File: config.mk
export PLATFORM = sky130hd
export DESIGN_NAME = ladybird_alu_arbiter
export DESIGN_NICKNAME = d
export VERILOG_FILES = /design/src/rtl/ladybird_alu_arbiter.sv
export SDC_FILE = /design/constraint.sdc
export NUM_CORES = 1
export LEC_CHECK = 0
export CORE_ASPECT_RATIO = 1.4
export CORE_MARGIN = 1
export CORE_UTILIZATION = 52
export CTS_CLUSTER_SIZE = 24
export DETAILED_ROUTE_END_ITERATION = 8
export PLACE_DENSITY = 0.77
export SETUP_SLACK_MARGIN = 0.2
export SLEW_MARGIN = 40
export SYNTH_ARGS = -nofsm -noshare
export SYNTH_HDL_FRONTEND = slang
export SYNTH_SLANG_ARGS = --single-unit
File: constraint.sdc
create_clock -name CLK -period 40.5 [get_ports CLK]
set_input_delay 8.1 -clock CLK [delete_from_list [all_inputs] [get_ports CLK]]
set_output_delay 8.1 -clock CLK [all_outputs]
set_load 0.1 [all_outputs]
File: src/rtl/ladybird_alu_arbiter.sv
// ladybird_alu_arbiter: one ladybird_alu shared by N_REQ requesters.
//   Round-robin grant with an optional per-requester lock.
//   The result is registered: one op in flight, 1-cycle latency, and 1 op/cycle
//   when each result is drained in the cycle it is presented.
// Optional feature macro: LADYBIRD_ALU_ARB_PERF_EN (PERF_ACCEPT / PERF_STALL counters).
// Ports:
//   CLK, RESET          clock, asynchronous active-high reset
//   REQ_VALID/READY     per-requester operation handshake
//   REQ_LOCK            keep the grant after the current op
//   REQ_OPERATION/ALTERNATE/SRC1/SRC2  per-requester ALU operands
//   RSP_VALID/READY     per-requester result handshake
//   RSP_Q               shared result data
//   BUSY                result pending or lock held

// ladybird_alu: combinational RV-style integer ALU (funct3 encoding, alternate = sub/sra).
module ladybird_alu #(
  parameter int unsigned XLEN          = 32,
  parameter bit          USE_FA_MODULE = 1'b1
) (
  input  logic [2:0]      operation,
  input  logic            alternate,
  input  logic [XLEN-1:0] src1,
  input  logic [XLEN-1:0] src2,
  output logic [XLEN-1:0] q
);
  localparam int unsigned SH_W = $clog2(XLEN);

  logic            sub;
  logic [XLEN-1:0] add_b;
  logic [XLEN-1:0] sum;
  logic [SH_W-1:0] shamt;

  assign sub   = (operation == 3'd0) & alternate;
  assign add_b = src2 ^ {XLEN{sub}};
  assign shamt = src2[SH_W-1:0];

  // Adder: explicit ripple of full adders, or a behavioural '+'.
  if (USE_FA_MODULE) begin : g_fa
    logic [XLEN-1:0] carry;
    assign carry[0] = sub;
    for (genvar i = 0; i < XLEN; i++) begin : g_bit
      assign sum[i] = src1[i] ^ add_b[i] ^ carry[i];
      if (i < XLEN - 1) begin : g_c
        assign carry[i+1] = (src1[i] & add_b[i]) | (carry[i] & (src1[i] ^ add_b[i]));
      end
    end
  end else begin : g_beh
    assign sum = src1 + add_b + XLEN'(sub);
  end

  // Result select.
  always_comb begin
    q = '0;
    case (operation)
      3'd0:    q = sum;
      3'd1:    q = src1 << shamt;
      3'd2:    q = XLEN'($signed(src1) < $signed(src2));
      3'd3:    q = XLEN'(src1 < src2);
      3'd4:    q = src1 ^ src2;
      3'd5:    q = alternate ? XLEN'($signed(src1) >>> shamt) : (src1 >> shamt);
      3'd6:    q = src1 | src2;
      default: q = src1 & src2;
    endcase
  end
endmodule

module ladybird_alu_arbiter #(
  parameter int          N_REQ         = 2,
  parameter int unsigned XLEN          = 32,
  parameter bit          USE_FA_MODULE = 1'b1,
  parameter bit          SIMULATION    = 1'b0
) (
  input  logic                       CLK,
  input  logic                       RESET,
  input  logic [N_REQ-1:0]           REQ_VALID,
  output logic [N_REQ-1:0]           REQ_READY,
  input  logic [N_REQ-1:0]           REQ_LOCK,
  input  logic [N_REQ-1:0][2:0]      REQ_OPERATION,
  input  logic [N_REQ-1:0]           REQ_ALTERNATE,
  input  logic [N_REQ-1:0][XLEN-1:0] REQ_SRC1,
  input  logic [N_REQ-1:0][XLEN-1:0] REQ_SRC2,
  output logic [N_REQ-1:0]           RSP_VALID,
  input  logic [N_REQ-1:0]           RSP_READY,
  output logic [XLEN-1:0]            RSP_Q,
  output logic                       BUSY
`ifdef LADYBIRD_ALU_ARB_PERF_EN
  ,
  output logic [N_REQ-1:0][31:0]     PERF_ACCEPT,
  output logic [31:0]                PERF_STALL
`endif
);
  localparam int unsigned IDX_W = (N_REQ > 1) ? $clog2(N_REQ) : 1;

  logic [XLEN-1:0]  q_r;
  logic [IDX_W-1:0] own, rr, lock_own, gidx, rr_next;
  logic             rsp_pend, locked;
  logic             drain, slot_free, accept;
  logic [N_REQ-1:0] grant;
  int               rr_dist, rr_best;

  logic [2:0]       alu_op;
  logic             alu_alt;
  logic [XLEN-1:0]  alu_a, alu_b, alu_q;

  assign drain     = rsp_pend & RSP_READY[own];
  assign slot_free = ~rsp_pend | drain;

  // Grant: lock owner only while locked, else first valid at or after rr (cyclic).
  always_comb begin
    grant   = '0;
    rr_dist = 0;
    rr_best = N_REQ;
    if (locked) begin
      for (int i = 0; i < N_REQ; i++) begin
        if ((IDX_W'(i) == lock_own) && REQ_VALID[i]) grant[i] = 1'b1;
      end
    end else begin
      for (int i = 0; i < N_REQ; i++) begin
        rr_dist = (i >= int'(rr)) ? (i - int'(rr)) : (i + N_REQ - int'(rr));
        if (REQ_VALID[i] && (rr_dist < rr_best)) begin
          rr_best = rr_dist;
          grant   = '0;
          grant[i] = 1'b1;
        end
      end
    end
  end

  // Encode grant and steer the granted requester's operands into the ALU.
  always_comb begin
    gidx    = '0;
    alu_op  = '0;
    alu_alt = 1'b0;
    alu_a   = '0;
    alu_b   = '0;
    for (int i = 0; i < N_REQ; i++) begin
      if (grant[i]) begin
        gidx    = IDX_W'(i);
        alu_op  = REQ_OPERATION[i];
        alu_alt = REQ_ALTERNATE[i];
        alu_a   = REQ_SRC1[i];
        alu_b   = REQ_SRC2[i];
      end
    end
  end

  assign REQ_READY = RESET ? '0 : (grant & {N_REQ{slot_free}});
  assign accept    = |REQ_READY;
  assign rr_next   = (gidx == IDX_W'(N_REQ - 1)) ? '0 : gidx + IDX_W'(1);

  ladybird_alu #(
    .XLEN          (XLEN),
    .USE_FA_MODULE (USE_FA_MODULE)
  ) u_alu (
    .operation (alu_op),
    .alternate (alu_alt),
    .src1      (alu_a),
    .src2      (alu_b),
    .q         (alu_q)
  );

  // Result register, ownership, round-robin pointer and lock state.
  always_ff @(posedge CLK or posedge RESET) begin
    if (RESET) begin
      q_r      <= '0;
      own      <= '0;
      rsp_pend <= 1'b0;
      rr       <= '0;
      locked   <= 1'b0;
      lock_own <= '0;
    end else begin
      if (accept) begin
        q_r      <= alu_q;
        own      <= gidx;
        rsp_pend <= 1'b1;
        if (!locked) rr <= rr_next;
        if (REQ_LOCK[gidx]) begin
          locked   <= 1'b1;
          lock_own <= gidx;
        end else begin
          locked   <= 1'b0;
        end
      end else begin
        if (drain) rsp_pend <= 1'b0;
        // A lock owner that goes idle without asking to keep the lock releases it.
        if (locked && !REQ_VALID[lock_own] && !REQ_LOCK[lock_own]) locked <= 1'b0;
      end
    end
  end

  always_comb begin
    RSP_VALID = '0;
    for (int i = 0; i < N_REQ; i++) begin
      RSP_VALID[i] = rsp_pend & (own == IDX_W'(i));
    end
  end

  assign RSP_Q = q_r;
  assign BUSY  = rsp_pend | locked;

`ifdef LADYBIRD_ALU_ARB_PERF_EN
  // Saturating accept and stall counters.
  always_ff @(posedge CLK or posedge RESET) begin
    if (RESET) begin
      PERF_ACCEPT <= '0;
      PERF_STALL  <= '0;
    end else begin
      for (int i = 0; i < N_REQ; i++) begin
        if (REQ_READY[i] && (PERF_ACCEPT[i] != 32'hFFFF_FFFF)) PERF_ACCEPT[i] <= PERF_ACCEPT[i] + 32'd1;
      end
      if ((|REQ_VALID) && !accept && (PERF_STALL != 32'hFFFF_FFFF)) PERF_STALL <= PERF_STALL + 32'd1;
    end
  end
`endif

  // Simulation-only protocol checks.
  if (SIMULATION) begin : g_sim_chk
    logic [N_REQ-1:0]           hold_q;
    logic [N_REQ-1:0][2:0]      op_q;
    logic [N_REQ-1:0]           alt_q;
    logic [N_REQ-1:0][XLEN-1:0] s1_q, s2_q;

    always_ff @(posedge CLK or posedge RESET) begin
      if (RESET) hold_q <= '0;
      else       hold_q <= REQ_VALID & ~REQ_READY;
    end

    always_ff @(posedge CLK) begin
      op_q  <= REQ_OPERATION;
      alt_q <= REQ_ALTERNATE;
      s1_q  <= REQ_SRC1;
      s2_q  <= REQ_SRC2;
    end

    always_ff @(posedge CLK) begin
      if (!RESET) begin
        assert ($onehot0(grant));
        for (int i = 0; i < N_REQ; i++) begin
          if (hold_q[i]) begin
            assert ((REQ_OPERATION[i] == op_q[i]) && (REQ_ALTERNATE[i] == alt_q[i]) &&
                    (REQ_SRC1[i] == s1_q[i]) && (REQ_SRC2[i] == s2_q[i]));
          end
        end
      end
    end
  end
endmodule

-- Word-level counts from Yosys, hierarchy flattened
Cells that the tools add are included.
- register bits after elaboration: 37
- equality and inequality tests: 6
- multiplexer cells: 34
- shift-type cells: 3
- bitwise logic cells: 172
- reductions and logical operators: 14
- add/sub/neg operators: 4
- order comparisons: 8
- operators by type and width (kind ; number):
    32-bit 2-to-1 mux ; 8
    32-bit case mux with 7 select lines ; 1
    1-bit AND ; 66
    32-bit less-than comparator ; 2
    1-bit XOR ; 64
    32-bit XOR ; 2
    1-bit bitwise OR ; 33
    32-bit AND ; 1
    2-bit by 32-bit less-than comparator with 1-bit output ; 1
    32-bit by 3-bit less-than comparator with 1-bit output, second input constant ; 1
    32-bit bitwise OR ; 1
    32-bit by 5-bit left shift with 32-bit output ; 1
    32-bit by 5-bit right shift with 32-bit output ; 1
    32-bit by 5-bit >>> shifter with 32-bit output ; 1
    1-bit 2-to-1 mux ; 20
    3-bit == test, second input constant ; 3
    3-bit by 2-bit == test with 1-bit output, second input constant ; 2
    1-bit logical AND ; 6
    1-bit by 2-bit less-than comparator with 1-bit output, second input constant ; 3
    2-bit 2-to-1 mux ; 3
    3-bit 2-to-1 mux ; 2
    1-bit inverter ; 4
    2-bit AND reduction ; 2
    2-bit nonzero test ; 2
    9 further kinds ; 11

-- Depth between registers and ports, before layout
- word-level depth: 80
- gate-level depth with buffers: 52
- gate-level depth less buffers: 47

-- Modules after synthesis
A second synthesis with hierarchy kept.
- cell total of the unflattened synthesis: 1302
- area, all modules: 10237.3 um^2
- modules (own cells, without submodules) (module ; sequential area each (um^2) ; cells an instance ; area an instance (um^2) ; times used):
    ladybird_alu ; 0.0 ; 972 ; 7606.0 ; 1
    ladybird_alu_arbiter ; 925.9 ; 330 ; 2631.3 ; 1

-- Least setup slack after synthesis
Ideal clock, no wire load.
- kind: input to register
- start: input port REQ_VALID[0]
- end: register q_r[31], in the netlist RSP_Q[31]
- library setup time: 128 ps
- path buffers: 5
- required time: 40372 ps
- stages: 50
- arrival: 21018 ps
- setup slack: 19354 ps
- path through: nor3b_4 > nor3_2 > buf_4 > buf_2 > buf_2 > clkbuf_1 > clkbuf_1 > o21a_1 > inv_1 > fa_1 > fa_1 > fa_1 > fa_1 > fa_1 > fa_1 > fa_1 > fa_1 > fa_1 > [14 not listed] > fa_1 > inv_1 > fa_1 > fa_1 > inv_1 > fa_1 > fa_1 > fa_1 > fa_1 > inv_1 > fa_1 > inv_1 > fa_1 > xnor2_1 > xnor2_1 > o31ai_1 > nor4_1 > a21oi_1
- word-level cells in the longest chain between the ends: 77
- elaborated cells on any way between the ends: 164
- classes of those cells: order compare (1); eq/ne (6); shift (3); mux (17); bitwise (132); reduce/logical (5)
- ends and longest elaborated chain (item ; line ; text):
    start: declaration ; 75 ; input logic [N_REQ-1:0] REQ_VALID,
    1-bit logical AND ; 120 ; if (REQ_VALID[i] && (rr_dist < rr_best)) begin
    32-bit 2-to-1 mux ; 120 ;
    32-bit 2-to-1 mux ; 113 ; if (locked) begin
    2-bit by 32-bit less-than comparator with 1-bit output ; 120 ;
    1-bit logical AND ; 120 ;
    2-bit 2-to-1 mux ; 120 ;
    2-bit 2-to-1 mux * ; 113 ;
    3-bit 2-to-1 mux (2 in series) ; 137 ; if (grant[i]) begin
    [60 not listed] ; - ;
    1-bit AND ; 44 ; assign carry[i+1] = (src1[i] & add_b[i]) | (carry[i] & (src1[i] ^ add_b[i]));
    1-bit bitwise OR ; 44 ;
    1-bit AND ; 44 ;
    1-bit bitwise OR ; 44 ;
    1-bit AND ; 44 ;
    1-bit bitwise OR ; 44 ;
    1-bit XOR ; 42 ; assign sum[i] = src1[i] ^ add_b[i] ^ carry[i];
    32-bit case mux with 7 select lines ; 54 ; case (operation)
    end signal: assignment ; 173 ; q_r <= alu_q;
    end: declaration ; 94 ; logic [XLEN-1:0] q_r;
Mark *: on every way between the ends. The rest lies on a longest branch, timed or not. The select of a mux whose other input is x is not followed.
A chain may end at the register's enable or synchronous reset.

-- Worst setup path after layout
Same ends and word-level chain as after synthesis.

==> results.toml <==
[route]
wl_per_cell_um = 29.5
drtIter0Drc = 2110
ant_nets = 0
drc = 4
num_vias = 15000
dr.pass1.iters = 8
viasPerCell = 7.05
wl_mm = 62.8

[yosys]
synth_edf_count = 0
yosys_most_used_dff = "dfrtp_1"
synth_area_leaders = "mux2i_1, ha_1, nand2_1"
synth_top_area_share_pct = 12.6
yosysWarnings = 0
synth-async-reset-ratio_pct = 100
seq_area_frac_synth_pct = 7.58
synth_area_sq_um = 12200
syn_avg_cell_area_sq_um = 7.02
synth_seq_cells = 37
syn_inst = 1740
yosys.area.top_type = "mux2i_1"
mappedNetlistNets = 2011
yosysUniqueCellTypes = 84

[die]
die_h_um = 183
core_area_sq_um = 23100
num_rows = 66
dieArea_sq_um = 24100
fp.dieW_um = 132
initial_utilization_pct = 52.8
ios = 181

[global_route]
grt_overflow = 0
antenna_found_initial = 3
grt_pass1_vias = 14200
grt_pass1_wl_mm = 91.4
grt_usage_pct = 51.3
grt_max_degree = 72

[timing]
rsz0062_at_grt = "false"
fin_tns_setup_ps = 0
setup_viol = 0
finalCritPeriodShare_pct = 56.5
hold_violations = 0
fmax_mhz = 43.7
skew_ps = 7.92
maxSlewViolCount = 0
min_period_ps = 22880
max_slew_margin_pct = 36.4
tightest_slew_ps = 947

[layout]
antenna_cells = 0
fin_cells = 2127
multi_input_area_sq_um = 10300
seqCellArea_sq_um = 926
fillers = 2228
layout.nets = 2091
drive_gt1_share_pct = 9.67
area_growth_pct = 15.0
mostFrequentLayoutCells = "nand2_1, mux2i_1, clkdlybuf4s50_1"
layout_commonest_cell = "nand2_1"

[cts]
htreeDepth = 2
path_clk_slew_ps = 70
cts_tree = "yes"
hold_buffers = 0
numCtsBuffers = 5
insertion_delay_ps = 310
root_buffer = "clkbuf_16"
clock_path_buffers = 2
cts_resized = 0
post-cts-setup-buffer-count = 0
clkSinkCount = 37

[power]
peakVddDrop_v = 0.0000763
p_leak_nw = 6.21
powerDensity_nw_per_um2 = 73.3

[worst_setup_path]
critPathCaptureType = "flip-flop"
timing_worst_setup_path_type = "primary input to flip-flop"
regToRegSetupSlack_ps = 25400
r2r_cells = 48
cpPeakStageDelay_ps = 640
required_ps = 40700
worstSetupStartpointType = "primary input"
crit_path_max_fanout = 41
regToRegStartpoint = "locked$_DFFE_PP0P_"
cp_slowest_cell = "clkdlybuf4s50_1"
reg2reg_to = "RSP_Q[31]$_DFFE_PP0P_"
cp_common_cell = "fa_1"
arrival_ps = 23070

[worst_hold_path]
min_to = "RSP_Q[2]$_DFFE_PP0P_"
min-delay-start = "RSP_Q[2]$_DFFE_PP0P_"
holdPathStages = 2
hp-class = "flip-flop to flip-flop"

[placed_design]
place.gp.congestion = 1.14
hpwl_mm = 47.8
place_inst = 2118
numPortBuffers = 180

[run_status]
violations = "design-rule violations"
outcome = "finished with violations"

[job]
maxCapViolCount = 0
==> layout make-up <==
type / instances / share of cell area [%]
multi-input cells: 1463 / 73.1
repair buffers: 222 / 13.8
flip-flops and latches: 37 / 6.59
well taps: 306 / 2.73
inverters: 91 / 2.43
clock buffers: 5 / 0.891
clock inverters: 3 / 0.490
==> worst max-delay path by stage <==
stage | startpoint | to | slack [ps] | cells past startpoint
2_1_floorplan | REQ_VALID[0] | RSP_Q[31]$_DFFE_PP0P_ | 19350 | 50
3_3_place_gp | REQ_VALID[0] | RSP_Q[31]$_DFFE_PP0P_ | 17770 | 49
3_5_place_dp | REQ_VALID[0] | RSP_Q[31]$_DFFE_PP0P_ | 17510 | 49
4_1_cts | REQ_VALID[0] | RSP_Q[31]$_DFFE_PP0P_ | 17820 | 49
5_1_grt | REQ_VALID[0] | RSP_Q[31]$_DFFE_PP0P_ | 17150 | 49
6_report | REQ_VALID[0] | RSP_Q[31]$_DFFE_PP0P_ | 17620 | 49
==> power by group <==
group          switching (mW)  internal, mW  total, mW
logic                   0.641         0.257      0.898
clock network          0.0209        0.0356     0.0565
registers              0.0191        0.0557     0.0748
total                   0.681         0.348       1.03
==> cell usage after synthesis, types with 34 or more instances <==
cell,count
buf_2,54
nand3_1,55
a31oi_1,38
inv_1,87
ha_1,97
mux2i_1,154
o22ai_1,34
mux2_2,45
nor4_1,35
nand2_1,289
o21ai_0,76
nor2_1,104
dfrtp_1,37
a21oi_1,136
clkbuf_1,51
==> state kept, by name, indices dropped and copies added (netlist names) <==
signal,cells
RSP_Q,32
locked,1
own,1
lock_own,1
rr,1
rsp_pend,1
==> through the flow <==
step,instance area [sq um],worst slack (ps),util [%],total power [mW],hold slack (ps)
global placement,14000,17770,60.4,0.934,499
floorplan,12200,19350,-,0.680,482
CTS,14000,17820,60.6,0.988,511
finish,14000,17620,60.7,1.03,507
detailed placement,13800,17510,59.8,0.929,495
global route,14000,17150,60.7,1.07,530
==> critical path: cells and delay by family <==
kind,cells,cell delay [ps]
mux,1,280
xor+xnor,2,350
compound gates,4,560
buf+inv,8,1500
fa+ha+maj,30,10840
simple gates,4,1380
==> cells by family (layout without fill, tap and decap cells) <==
| group | Yosys count | count (layout) | share of synthesized area, % |
|---|---|---|---|
| multiplexers | 203 | 203 | 17.3 |
| buffers and inverters | 240 | 321 | 8.97 |
| AO/OA/AOI/OAI | 472 | 472 | 25.1 |
| flip-flops | 37 | 37 | 7.58 |
| XOR/XNOR | 34 | 34 | 2.44 |
| AND/OR/NAND/NOR | 627 | 627 | 23.8 |
| adder cells (fa/ha/maj) | 127 | 127 | 14.9 |
==> layer usage <==
| metal | GRT usage [%] | routed length (um) |
|---|---|---|
| met1 | 58.1 | 21600 |
| met2 | 79.7 | 26700 |
| met3 | 11.0 | 7100 |
| met4 | 49.3 | 7480 |
| met5 | 1.85 | 28 |
Note: power is estimated with default switching activity, not from simulation.
